**src/rtl/uart_pkg.sv**
```systemverilog
// Shared state encoding, default frame constants and the 2-of-3 vote helper
// for the UART receive front end.
package uart_pkg;

  typedef enum logic [2:0] {
    IDLE       = 3'd0,
    START_CHK  = 3'd1,
    DATA       = 3'd2,
    PARITY     = 3'd3,
    STOP       = 3'd4,
    BREAK_WAIT = 3'd5
  } uart_state_e;

  localparam int UART_DATA_BITS    = 8;
  localparam int UART_CLKS_PER_BIT = 16;

  function automatic logic majority3(input logic a, input logic b, input logic c);
    return (a & b) | (a & c) | (b & c);
  endfunction

endpackage

```
**src/rtl/uart_sync_edge.sv**
```systemverilog
// Multi-flop synchroniser for the raw serial line plus a falling-edge pulse
// derived from the synchronised line and its one-cycle-delayed copy.
module uart_sync_edge
  import uart_pkg::*;
#(
  parameter int SYNC_STAGES = 2
) (
  input  logic Clk,
  input  logic reset,
  input  logic rx_i,
  output logic rx_s_o,
  output logic fall_o
);

  logic [SYNC_STAGES-1:0] sync_q;
  logic                   rx_dly_q;

  // Flops preset high so reset looks like an idle line and never fakes an edge.
  always_ff @(posedge Clk or posedge reset) begin
    if (reset) begin
      sync_q[0] <= 1'b1;
    end else begin
      sync_q[0] <= rx_i;
    end
  end

  generate
    for (genvar gi = 1; gi < SYNC_STAGES; gi++) begin : g_sync
      always_ff @(posedge Clk or posedge reset) begin
        if (reset) begin
          sync_q[gi] <= 1'b1;
        end else begin
          sync_q[gi] <= sync_q[gi-1];
        end
      end
    end
  endgenerate

  always_ff @(posedge Clk or posedge reset) begin
    if (reset) begin
      rx_dly_q <= 1'b1;
    end else begin
      rx_dly_q <= sync_q[SYNC_STAGES-1];
    end
  end

  assign rx_s_o = sync_q[SYNC_STAGES-1];
  assign fall_o = rx_dly_q & ~sync_q[SYNC_STAGES-1];

endmodule

```
**src/rtl/uart_rx_oversampler.sv**
```systemverilog
// UART receive front end: start-bit validation and one strobe per bit centre.
// Define UART_RX_MAJORITY_VOTE_EN to sample with a 2-of-3 vote over the last three cycles.
module uart_rx_oversampler
  import uart_pkg::*;
#(
  parameter int CLKS_PER_BIT = UART_CLKS_PER_BIT,
  parameter int DATA_BITS    = UART_DATA_BITS,
  parameter int SYNC_STAGES  = 2
) (
  input  logic Clk,
  input  logic reset,
  input  logic rx_in,
  output logic bit_strobe_out,
  output logic rx_bit_out,
  output logic start_bit_out,
  output logic stop_bit_out,
  output logic framing_err_out,
  output logic busy_out
);

  localparam int CNT_W = $clog2(CLKS_PER_BIT);
  localparam int IDX_W = $clog2(DATA_BITS + 1);
  localparam logic [CNT_W-1:0] HALF_TC  = CNT_W'(CLKS_PER_BIT / 2 - 1);
  localparam logic [CNT_W-1:0] FULL_TC  = CNT_W'(CLKS_PER_BIT - 1);
  localparam logic [IDX_W-1:0] IDX_LAST = IDX_W'(DATA_BITS - 1);

  uart_state_e       state_q, state_d;
  logic [CNT_W-1:0]  cnt_q, cnt_d;
  logic [IDX_W-1:0]  idx_q, idx_d;
  logic              strobe_q, strobe_d;
  logic              rx_bit_q, rx_bit_d;
  logic              start_q, start_d;
  logic              stop_q, stop_d;
  logic              ferr_q, ferr_d;
  logic              busy_q, busy_d;
  logic              rx_s;
  logic              fall;
  logic              sample;

  uart_sync_edge #(
    .SYNC_STAGES(SYNC_STAGES)
  ) u_sync_edge (
    .Clk   (Clk),
    .reset (reset),
    .rx_i  (rx_in),
    .rx_s_o(rx_s),
    .fall_o(fall)
  );

`ifdef UART_RX_MAJORITY_VOTE_EN
  // hist_q[0] holds rx_s from one cycle back, hist_q[1] from two cycles back.
  logic [1:0] hist_q;

  always_ff @(posedge Clk or posedge reset) begin
    if (reset) begin
      hist_q <= 2'b11;
    end else begin
      hist_q <= {hist_q[0], rx_s};
    end
  end

  assign sample = majority3(hist_q[1], hist_q[0], rx_s);
`else
  assign sample = rx_s;
`endif

  always_ff @(posedge Clk or posedge reset) begin
    if (reset) begin
      state_q  <= IDLE;
      cnt_q    <= '0;
      idx_q    <= '0;
      strobe_q <= 1'b0;
      rx_bit_q <= 1'b1;
      start_q  <= 1'b0;
      stop_q   <= 1'b0;
      ferr_q   <= 1'b0;
      busy_q   <= 1'b0;
    end else begin
      state_q  <= state_d;
      cnt_q    <= cnt_d;
      idx_q    <= idx_d;
      strobe_q <= strobe_d;
      rx_bit_q <= rx_bit_d;
      start_q  <= start_d;
      stop_q   <= stop_d;
      ferr_q   <= ferr_d;
      busy_q   <= busy_d;
    end
  end

  always_comb begin
    state_d  = state_q;
    cnt_d    = cnt_q + 1'b1;
    idx_d    = idx_q;
    strobe_d = 1'b0;
    rx_bit_d = rx_bit_q;
    start_d  = 1'b0;
    stop_d   = 1'b0;
    ferr_d   = 1'b0;

    case (state_q)
      IDLE: begin
        cnt_d = '0;
        if (fall) begin
          state_d = START_CHK;
        end
      end
      START_CHK: begin
        if (cnt_q == HALF_TC) begin
          cnt_d = '0;
          idx_d = '0;
          // A line back high at mid start bit is treated as noise, not a frame.
          if (!sample) begin
            strobe_d = 1'b1;
            start_d  = 1'b1;
            rx_bit_d = 1'b0;
            state_d  = DATA;
          end else begin
            state_d = IDLE;
          end
        end
      end
      DATA: begin
        if (cnt_q == FULL_TC) begin
          cnt_d    = '0;
          strobe_d = 1'b1;
          rx_bit_d = sample;
          idx_d    = idx_q + 1'b1;
          if (idx_q == IDX_LAST) begin
            state_d = PARITY;
          end
        end
      end
      PARITY: begin
        if (cnt_q == FULL_TC) begin
          cnt_d    = '0;
          strobe_d = 1'b1;
          rx_bit_d = sample;
          state_d  = STOP;
        end
      end
      STOP: begin
        if (cnt_q == FULL_TC) begin
          cnt_d    = '0;
          strobe_d = 1'b1;
          rx_bit_d = sample;
          if (sample) begin
            stop_d  = 1'b1;
            state_d = IDLE;
          end else begin
            ferr_d  = 1'b1;
            state_d = BREAK_WAIT;
          end
        end
      end
      BREAK_WAIT: begin
        cnt_d = '0;
        if (rx_s) begin
          state_d = IDLE;
        end
      end
      default: begin
        cnt_d   = '0;
        state_d = IDLE;
      end
    endcase

    busy_d = (state_d != IDLE);
  end

  assign bit_strobe_out  = strobe_q;
  assign rx_bit_out      = rx_bit_q;
  assign start_bit_out   = start_q;
  assign stop_bit_out    = stop_q;
  assign framing_err_out = ferr_q;
  assign busy_out        = busy_q;

endmodule

```
**config.mk**
```make
export PLATFORM = sky130hd
export DESIGN_NAME = uart_rx_oversampler
export DESIGN_NICKNAME = d
export VERILOG_FILES = /design/src/rtl/uart_pkg.sv /design/src/rtl/uart_sync_edge.sv /design/src/rtl/uart_rx_oversampler.sv
export SDC_FILE = /design/constraint.sdc
export NUM_CORES = 1
export LEC_CHECK = 0
export ABC_AREA = 1
export CAP_MARGIN = 10
export CORE_UTILIZATION = 45
export CTS_CLUSTER_DIAMETER = 40
export DETAILED_ROUTE_END_ITERATION = 8
export PLACE_DENSITY = 0.74
export SYNTH_ARGS = -nofsm -noshare
export SYNTH_HDL_FRONTEND = slang
export SYNTH_HIERARCHICAL = 1
export SYNTH_SLANG_ARGS = --single-unit
```
**constraint.sdc**
```tcl
create_clock -name Clk -period 1.41 [get_ports Clk]
set_input_delay 0.282 -clock Clk [delete_from_list [all_inputs] [get_ports Clk]]
set_output_delay 0.282 -clock Clk [all_outputs]
set_load 0.02 [all_outputs]
```
**Word level (Yosys, flattened, before mapping)**

Index checks and enable logic that the tools add are counted.

- Flip-flop bits (word level): 20
- Bits in latches: 0
- RAM bits: 0
- Memory bits (read-only): 0
- Bits of input ports: 3
- Output and inout bits: 6
- Logic and storage cells: 65
- Memories: 0

- $add $sub $neg: 2
- $mul: 0
- Divide/modulo/power cells: 0
- Magnitude comparators: 0
- Equal/unequal tests: 12
- Shift-type cells: 0
- Muxes and demuxes: 30
- Bitwise logic cells: 2
- Reduce and logical (&&, ||, !) cells: 7

Operators with widths:

| kind | number |
|---|---|
| $mux W3 | 8 |
| $pmux W3 S6 | 1 |
| $mux W4 | 4 |
| $pmux W4 S2 | 2 |
| $mux W1 | 12 |
| $add A4 B1 Y4 const B | 2 |
| $eq A4 B3 Y1 const B | 2 |
| $eq A3 B2 Y1 const B | 2 |
| $eq A3 B3 Y1 const B | 2 |
| $ne A2 B2 Y1 const B | 3 |
| $eq A4 B4 Y1 const B | 1 |
| $pmux W1 S2 | 2 |
| $reduce_and A4 Y1 | 1 |
| $reduce_bool A2 Y1 | 2 |
| $eq A3 B1 Y1 const B | 1 |
| $logic_not A3 Y1 | 1 |
| $reduce_and A3 Y1 | 1 |
| $reduce_bool A3 Y1 | 1 |
| $reduce_or A3 Y1 | 1 |
| $mux W2 | 1 |
| $ne A2 B1 Y1 const B | 1 |
| $and A1 B1 Y1 | 1 |
| $not A1 Y1 | 1 |

**Depth between registers and ports, before layout**

- Word-level depth: 5
- Mapped depth: 9
- Depth with buffers taken out: 9

**Hierarchy**

Netlist, hierarchy kept.

By module, submodules not included:

| module | times used | cells each | area an instance (µm²) | seq. area each (µm²) |
|---|---|---|---|---|
| uart_rx_oversampler | 1 | 103 | 855.8 | 426.7 |
| uart_sync_edge | 1 | 6 | 92.6 | 78.8 |

**Least setup slack after synthesis**

OpenSTA, ideal clock, no wires.

- Kind: reg2reg
- Start: register cnt_q[0]
- End: register idx_q[3]
- Library setup time: 0.116 ns
- Arrival time: 1.198 ns
- Data required time: 1.294 ns
- Path slack: 0.096 ns
- Cell stages (with the launch flop): 10
- Buffers on the path: 0
- Clock period less this slack: 1.314 ns
- Cells stage by stage: dfrtp_1 -> ha_1 -> nand3_1 -> clkinv_2 -> nand2_1 -> nand2_1 -> nand2_4 -> inv_1 -> nand2_1 -> nand2_1

- Cells in the longest elaborated chain, start to end: 3
- Elaborated cells on any way between the ends: 5
- Those cells by class: eq/ne: 4; reduce/logical: 1

Ends and longest elaborated chain:

| item | line | text |
|---|---|---|
| start: declaration | uart_rx_oversampler.sv:28 | `logic [CNT_W-1:0] cnt_q, cnt_d;` |
| start signal: assignment | uart_rx_oversampler.sv:80 | `cnt_q <= cnt_d;` |
| $eq A4 B4 Y1 / $eq A4 B3 Y1 (equally long branches) | uart_rx_oversampler.sv:124, uart_rx_oversampler.sv:109 |  |
| $ne A2 B2 Y1 (no source line) | - |  |
| $reduce_and A3 Y1 (no source line) * | - |  |
| end signal: assignment | uart_rx_oversampler.sv:81 | `idx_q <= idx_d;` |
| end: declaration | uart_rx_oversampler.sv:29 | `logic [IDX_W-1:0] idx_q, idx_d;` |

Every way passes the cells marked *; elsewhere a longest branch is shown, timed or not.
A chain may end at the register's enable or synchronous reset.

**Worst setup path after layout**

- Start: register cnt_q[0]
- End: register busy_q (netlist: busy_out)

- Cells in the longest elaborated chain, start to end: 4
- Elaborated cells on any way between the ends: 8
- Those cells by class: eq/ne: 2; mux: 5; reduce/logical: 1

Ends and longest elaborated chain:

| item | line | text |
|---|---|---|
| $eq A4 B4 Y1 / $eq A4 B3 Y1 (equally long branches) | - |  |
| $mux W3, on equally long branches | - |  |
| $pmux W3 S6 * | uart_rx_oversampler.sv:101 | `case (state_q)` |
| $reduce_bool A3 Y1 * | uart_rx_oversampler.sv:168 | `busy_d = (state_d != IDLE);` |
| net busy_d | uart_rx_oversampler.sv:35 | `logic busy_q, busy_d;` |
| end signal: assignment | uart_rx_oversampler.sv:87 | `busy_q <= busy_d;` |
| end: declaration | uart_rx_oversampler.sv:35 |  |

The timed path passes the listed nets; every way through them passes the cells marked *.

==> reports/results.txt <==
Max-cap violations = 0
Yosys warnings = 6
CTS tree = built
Synthesized instance count = 109
Net switching power = 697 uW
Leak = 0.607 nW
Clock sinks = 20
Routed wire length = 1540 um
Vias in the first global route = 626
Logic pwr share = 36.9%
Slew headroom = 79.4%
Worst clock skew = 1.54 ps
Clock Power Share = 18.0%
Worst endpoint required time = 1590 ps
Fmax = 772 MHz
Main combinational cell family by area after synthesis = simple AND/OR/NAND/NOR gates
Post-DRT Antenna Nets = 0
RSZ-0062 raised after global routing = true
Die ar. = 0.00230 sq mm
Register area share after synthesis = 53.3%
Area share of fa/ha/maj cells after synthesis = 2.64%
Slew @ Worst Pin = 309 ps
Post-synthesis xor/xnor area fraction = 1.85%
Fraction of final layout cells sized beyond drive strength 1 = 24.8%
Compound-Gate Fraction of Synth Area = 5.01%
Final Setup Violations = 0
Synth Area in Simple Gates = 31.5%
Period utilisation layout = 91.9%
Multiplexer share of the synthesized area = 0%
GRT Overall Usage = 16.8%
Seq pwr share = 45.2%
Worst setup margin = 114 ps
IO Port Bufs = 8
Slew Viols, Final = 0
Util after Layout = 57.7%
Clk pin slew, worst setup/hold paths = 110 ps
Pin count of the biggest net entering global routing = 18
CP arrival = 1480 ps
GPL Wtd Cong = 0.850
Core area = 0.00196 sq mm
Commonest non-fill, non-tap cells in the layout = nand2_1, dfrtp_1, nor2_1, inv_1, nand3_1
Crit Path Class = reg -> reg
Final-stage net count = 131
VDD IR max = 0.824 mV
First-pass GRT wire length = 2620 um
CTS max path bufs = 2
H-tree depth = 1
Initial antenna violation count = 0
Worst setup EP type = flop
CP Max Fanout = 4
Worst-Skew Late Latency = 290 ps
CTS Hold Bufs = 0
DRC viols = 0
DRT iter0 DRCs = 17
Syn nets = 114
Remaining global-route overflow = 0
Number of core rows = 16
# IOs = 9
Final Hold Fails = 0
R2R setup slack = 110 ps
DR WL/cell = 10.1 um
CTS Root Buffer Type = clkbuf_4
Mapped cell area = 948 sq um
Routed via count = 710
DP Wirelength = 1150 um
P&R area growth vs syn = 19.3%
Commonest non-fill, non-tap cell in the layout = nand2_1
Setup WS pre-CTS = 16.4 ps
Yosys reg bits = 20
# diodes = 0
Internal power = 1.09 mW
Netlist cell types = 22
Final worst path period need = 1300 ps
Vias per inst = 4.67
Mean Syn Cell Area = 8.70 sq um
Router iterations before antenna repair = 4
Worst hold path class = in -> async
Die Ht = 47.9 um
TritonCTS Buffers = 3
Die Wd = 47.9 um
Status = finished clean
Worst setup SP type = flop
Initial Util = 48.3%
Net switching share of the total power = 39.0%
PD cells = 1580 mW/mm^2
[power by group through the flow]
stage	registers (mW)	logic (mW)	clock network, mW
after floorplan	0.812	0.497	0
after global placement	0.809	0.653	0
after detailed placement	0.817	0.660	0
after CTS	0.807	0.658	0.335
after global routing	0.827	0.762	0.360
final	0.807	0.659	0.321
[worst paths after layout]
kind / from / to / cells after the start
setup / recovery: cnt_q[0] / busy_out / 6
hold / removal: reset / cnt_q[2] / 3
setup reg to reg: cnt_q[0] / busy_out / 6
hold reg to reg: u_sync_edge/sync_q[0] / u_sync_edge/rx_s_o / 0
max in group asynchronous: reset / rx_bit_out / 3
min in group Clk: u_sync_edge/sync_q[0] / u_sync_edge/rx_s_o / 0
[final cells by class]
cell class                 count  area, sq um
clock buffer                   4         36.3
timing repair buffer          12         98.8
multi-input combinational     75          403
tap                           27         33.8
fill                         193          831
inverter                      14         53.8
sequential                    20          505
[kinds of logic after synthesis]
group	after synthesis
flip-flops	20
buffers and inverters	14
AND/OR/NAND/NOR	62
adder cells (fa/ha/maj)	2
XOR/XNOR	2
AO/OA/AOI/OAI	9
[per-stage QoR]
| stage | instance area, sq um | hold slack, ps | TNS [ps] | total power, mW | cells |
|---|---|---|---|---|---|
| finish | 1130 | 311 | 0 | 1.79 | 152 |
| CTS | 1130 | 312 | 0 | 1.80 | 152 |
| detailed placement | 1090 | 353 | 0 | 1.48 | 148 |
| floorplan | 948 | 207 | 0 | 1.31 | 109 |
| global route | 1130 | 345 | -11.3 | 1.95 | 152 |
| global placement | 1090 | 348 | 0 | 1.46 | 148 |
[routing by layer]
metal  GRT usage (%)  vias up  part of all wire [%]
met2            24.9       15                    50
li1                -      372                     -
met5               0        -                     0
met1            23.5      321                    46
met3            2.26        2                   3.5
met4            10.0        0                  0.84
[registers in the layout, indices dropped and copies added, names as in the netlist]
| signal | count |
|---|---|
| start_bit_out | 1 |
| stop_bit_out | 1 |
| u_sync_edge/sync_q | 1 |
| busy_out | 1 |
| u_sync_edge/rx_dly_q | 1 |
| bit_strobe_out | 1 |
| u_sync_edge/rx_s_o | 1 |
| idx_q | 4 |
| cnt_q | 4 |
| rx_bit_out | 1 |
| framing_err_out | 1 |
| state_q | 3 |
[timing repair]
| item | 4_1_cts | 5_1_grt |
|---|---|---|
| hold endpoints to repair | 0 | 0 |
| setup endpoints to repair | 7 | 11 |
| setup buffers | 0 | 0 |
| resized for setup | 9 | 4 |
[synthesized netlist by cell type]
master     n  area share, %
o21ai_0    1           0.53
nand3_2    2            2.1
or2_0      1           0.66
ha_1       2            2.6
nor2_2     2            1.3
inv_2      2           0.79
o21ai_1    3            1.6
nand3_1    9            4.7
nand2_1   24            9.5
dfrtp_1   16             42
dfstp_2    4             11
inv_1     11            4.4
o21bai_1   1           0.79
nor2_1    16            6.3
nand2_2    3            2.0
nand4_1    1           0.66
clkinv_2   1           0.53
xor2_1     2            1.8
a21oi_1    4            2.1
nand2_4    1            1.2
or2_2      1           0.66
nor2_4     2            2.4
[worst max-delay path, cell delays in order (launching register included)]
cell and delay [ps]:
dfrtp_1 370, ha_2 210, nand2_1 90, nor2_2 160, nor2_4 70, a21oi_1 190
nand3_1 100
Note: power is estimated with default switching activity, not from simulation.
==> edit 1: new RTL, same settings <==
The 6 states of `uart_state_e` get a Gray code encoding in 3 bits.
--- a/src/rtl/uart_pkg.sv
+++ b/src/rtl/uart_pkg.sv
@@ -5,8 +5,8 @@
   typedef enum logic [2:0] {
-    IDLE       = 3'd0,
-    START_CHK  = 3'd1,
-    DATA       = 3'd2,
-    PARITY     = 3'd3,
-    STOP       = 3'd4,
-    BREAK_WAIT = 3'd5
+    IDLE       = 3'b000,
+    START_CHK  = 3'b001,
+    DATA       = 3'b011,
+    PARITY     = 3'b010,
+    STOP       = 3'b110,
+    BREAK_WAIT = 3'b111
   } uart_state_e;
Behaviour: no difference found for any inputs over 10 cycles, from zero or initial values and one cycle with reset high; not proved beyond that.
==> edit 1 against the original RTL <==
- sequential power fell by 4.2%
- wire length rose by 9.6%
- hold slack got worse by 11 ps
- critical path depth rose by 2
- via count rose by 7.5%
- critical endpoint unchanged
- sequential cell count did not move
- final area fell by 0.88%
- largest cell class unchanged
- highest routed layer unchanged
- synthesized cell count rose by 4.6%
- setup slack got worse by 65 ps
- total power fell by 10%
- area after synthesis fell by 1.5%
==> edit 1: results (changes against the original RTL) <==
----------------------------------------------------
[Status]
  Status ... complete, no violations

[Global route]
  Number of global-route vias before repair ... 664 (+6.1%)
  Overall track demand over capacity in global routing ... 16.5% (-0.34 points)
  First-pass GRT wire length ... 2.59 mm (-0.80%)
  Met3 capacity usage during global routing ... 3.40% (+1.1 points)
  Met2 Resource Use GR ... 28.5% (+3.6 points)

[Placed design]
  Worst setup slack before clock tree synthesis ... 22.8 ps (+6.42 ps)
  Placement Cell Area ... 1060 um2 (-3.3%)

[Power and ir drop]
  Worst supply voltage drop on vdd ... 0.940 mV (+14%)
  Clock distribution power ... 277 uW (-14%)
  Power share of the clock group ... 17.2% (-0.8 points)

[Synthesis]
  Distinct cell type count after synthesis ... 15 (-32%)
  Post-synth net total ... 119 (+4.4%)
  Leading cell types by count after synthesis ... sky130_fd_sc_hd__nand2_1, sky130_fd_sc_hd__inv_1, sky130_fd_sc_hd__dfrtp_1

[Route]
  Total number of vias ... 763 (+7.5%)
  Length of routed met2 wiring ... 889 um (+17%)
  Met3 wire length ... 48 um (-11%)

[Clock tree]
  # resized after CTS ... 8 (-1)

[STA]
  Worst rel slew slack ... 85.2% (+5.9 points)
  Worst hold slack after final layout ... 300 ps (-10.9 ps)
  Worst setup skew after layout ... 9.83 ps (+8.29 ps)

[Worst setup path]
  Worst endpoint data arrival time ... 1560 ps (+80 ps)
  Setup slack of the most critical reg-to-reg path ... 50 ps (-70 ps)
  Crit-path max cell delay ... 420 ps (+50 ps)
  Top fanout value on the critical path ... 6 (+2)

[Final layout]
  Number of standard cells in the layout, taps in and fillers out ... 156 (+2.6%)
  Fraction of layout instances using a drive strength above 1 ... 17.8% (-7.0 points)
  Count of fill cells added during filler insertion ... 198 (+2.6%)

----------------------------------------------------
[edit 1: worst max path at each step]
| stage | from | end | slack, ps | cells after the start |
|---|---|---|---|---|
| floorplan | cnt_q[0] | idx_q[3] | 170 | 8 |
| global placement | rx_bit_out | rx_bit_out | 30 | 1 |
| detailed placement | cnt_q[0] | busy_out | 20 | 8 |
| CTS | rx_bit_out | rx_bit_out | 20 | 1 |
| global route | cnt_q[0] | busy_out | -40 | 8 |
| finish | cnt_q[0] | busy_out | 50 | 8 |
[edit 1: cells by family after synthesis]
family / Yosys count / share of synthesized area, %
buf+inv: 20 / 8.03
simple gates: 63 / 29.7
flops: 20 / 54.1
fa+ha+maj: 2 / 2.68
compound gates: 9 / 5.49
[edit 1: layout make-up]
cell class | instances | area [um2] | area share [%]
flip-flops and latches | 20 | 505 | 45.1
repair buffers | 11 | 91.3 | 8.15
well taps | 27 | 33.8 | 3.01
clock buffers | 4 | 26.3 | 2.34
inverters | 20 | 75.1 | 6.70
multi-input cells | 74 | 389 | 34.7
==> edit 2: new RTL, config.mk and constraints unchanged <==
Made on the original files. `UART_CLKS_PER_BIT`: 16 -> 64.
--- a/src/rtl/uart_pkg.sv
+++ b/src/rtl/uart_pkg.sv
@@ -14,3 +14,3 @@
   localparam int UART_DATA_BITS    = 8;
-  localparam int UART_CLKS_PER_BIT = 16;
+  localparam int UART_CLKS_PER_BIT = 64;
 
Formal check against the unedited RTL: same outputs for any inputs over 10 cycles, from zero or initial values and one cycle with reset high; that may be too few to reach the edited logic, so the function may still have changed.
==> edit 2 against the original RTL <==
- sequential cell count grew 2
- combinational power decreased by 18%
- total power decreased by 6.4%
- sequential share of layout area rose by 0.85 points
- maximum frequency decreased by 7.0%
- clock skew is 5.7 ps higher
- setup slack got worse by 98 ps
- final area up 7.9%
- die area is 8.5% higher
- wire length rose by 16%
- area after synthesis increased by 8.8%
- hold slack better by 0.60 ps
- largest cell class unchanged
- largest power group unchanged
==> edit 2: results (changes against the original RTL) <==
----------------------------------------------------
[Global route]
  Number of global-route vias before repair ... 771 (+23%)
  Pin count of the biggest net entering global routing ... 20 (+2)
  First-pass GRT wire length ... 3.18 mm (+22%)
  Overall track demand over capacity in global routing ... 16.8% (-0.052 points)

[Power and ir drop]
  P_leak ... 0.000637 uW (+5.0%)
  Worst supply voltage drop on vdd ... 0.623 mV (-24%)

[STA]
  Worst rel slew slack ... 74.6% (-4.8 points)
  Worst setup skew after layout ... 7.27 ps (+5.73 ps)

[Placed design]
  Worst setup slack before clock tree synthesis ... -2.21 ps (-18.6 ps)
  Port Buffers ... 8 (unchanged)
  Placement Cell Area ... 1160 um2 (+6.3%)
  Gp weighted congestion ... 0.891 (+4.9%)
  Detail Placement HPWL ... 1.30 mm (+12%)

[Worst setup path]
  Crit path launch type ... register
  Setup slack of the most critical reg-to-reg path ... 20 ps (-100 ps)
  R2r worst-path depth ... 8 (+2)
  Worst endpoint data arrival time ... 1590 ps (+110 ps)
  Critical R2R Capture ... busy_out
  Crit path from ... cnt_q[1]
  Top fanout value on the critical path ... 8 (+4)

[Synthesis]
  Distinct cell type count after synthesis ... 21 (-4.5%)
  Leading cell types by total area after synthesis ... sky130_fd_sc_hd__dfrtp_1, sky130_fd_sc_hd__dfstp_2, sky130_fd_sc_hd__nand2_1
  Leading cell types by count after synthesis ... sky130_fd_sc_hd__nand2_1, sky130_fd_sc_hd__dfrtp_1, sky130_fd_sc_hd__nor2_1
  Compound-Gate Fraction of Synth Area ... 5.82% (+0.80 points)
  Synthesized-area fraction occupied by adder cells ... 2.42% (-0.21 points)
  Fraction of the yosys area taken by sequential cells ... 53.8% (+0.52 points)
  Synth Area in XOR/XNOR ... 3.39% (+1.5 points)
  Post-synth net total ... 121 (+6.1%)

[Status]
  Status ... complete, no violations

[Clock tree]
  Number of buffers added by the clock tree synthesis step ... 3 (unchanged)
  H-Tree Depth ... 1 (unchanged)

[Route]
  Total number of vias ... 785 (+11%)
  Post-Route WL ... 1.79 mm (+16%)
  Number of iterations in the first detailed-routing pass ... 2 (-2)
  Initial DRC count ... 4 (-13)

[Final layout]
  Net total in the final layout ... 139 (+6.1%)
  Leading registers by flop count ... cnt_q x6, idx_q x4, state_q x3
  Fraction of layout instances using a drive strength above 1 ... 20.3% (-4.5 points)

----------------------------------------------------
edit 2: cell types whose count changed after synthesis, sizes merged, moves of 2 or more:
cell,before,now
inv,13,17
nand2,28,24
dfrtp,16,18
nor2,20,22
or2,2,0
edit 2: critical path, stage by stage, from the launching register on:
cell	delay [ps]
sky130_fd_sc_hd__dfrtp_1	380
sky130_fd_sc_hd__ha_2	210
sky130_fd_sc_hd__nand3_4	160
sky130_fd_sc_hd__nor2_8	210
sky130_fd_sc_hd__nand2_2	70
sky130_fd_sc_hd__nand2_1	60
sky130_fd_sc_hd__nand2_1	60
sky130_fd_sc_hd__nor2_1	90
sky130_fd_sc_hd__nand3_1	60
edit 2: power breakdown:
group / leakage (uW) / switching [uW] / internal, uW
Sequential: 0.000278 / 101 / 746
Clock: 0.0000150 / 174 / 110
Combinational: 0.000344 / 310 / 232
Total: 0.000637 / 585 / 1090
edit 2: stage by stage:
stage / hold slack (ps) / cells
after floorplan: 215 / 116
after global placement: 346 / 153
after detailed placement: 350 / 153
after CTS: 313 / 157
after global routing: 351 / 160
final: 312 / 160
edit 2: area by class of cell:
type / count / area [um2]
inverters: 17 / 63.8
repair buffers: 13 / 106
multi-input cells: 77 / 434
clock buffers: 4 / 26.3
well taps: 27 / 33.8
flip-flops and latches: 22 / 556
fillers: 182 / 842
edit 2: cell families after synthesis:
kind of cell | count (synthesis)
adders and majority gates | 2
DFF | 22
buffers and inverters | 17
and+or+nand+nor | 60
AOI/OAI and AO/OA | 11
xor gates and xnor gates | 4
edit 2: metal layers:
metal	vias to the layer above	global-route usage (%)	wire [um]
li1	398	-	-
met4	0	6.67	20
met5	-	0	0
met3	4	4.32	58
met1	369	20.6	781
met2	14	27.9	930
edit 2: timing repair:
item,CTS,global route
pin swaps,0,2
setup endpoints to repair,7,10
resized for setup,10,5
buffers inserted,0,3
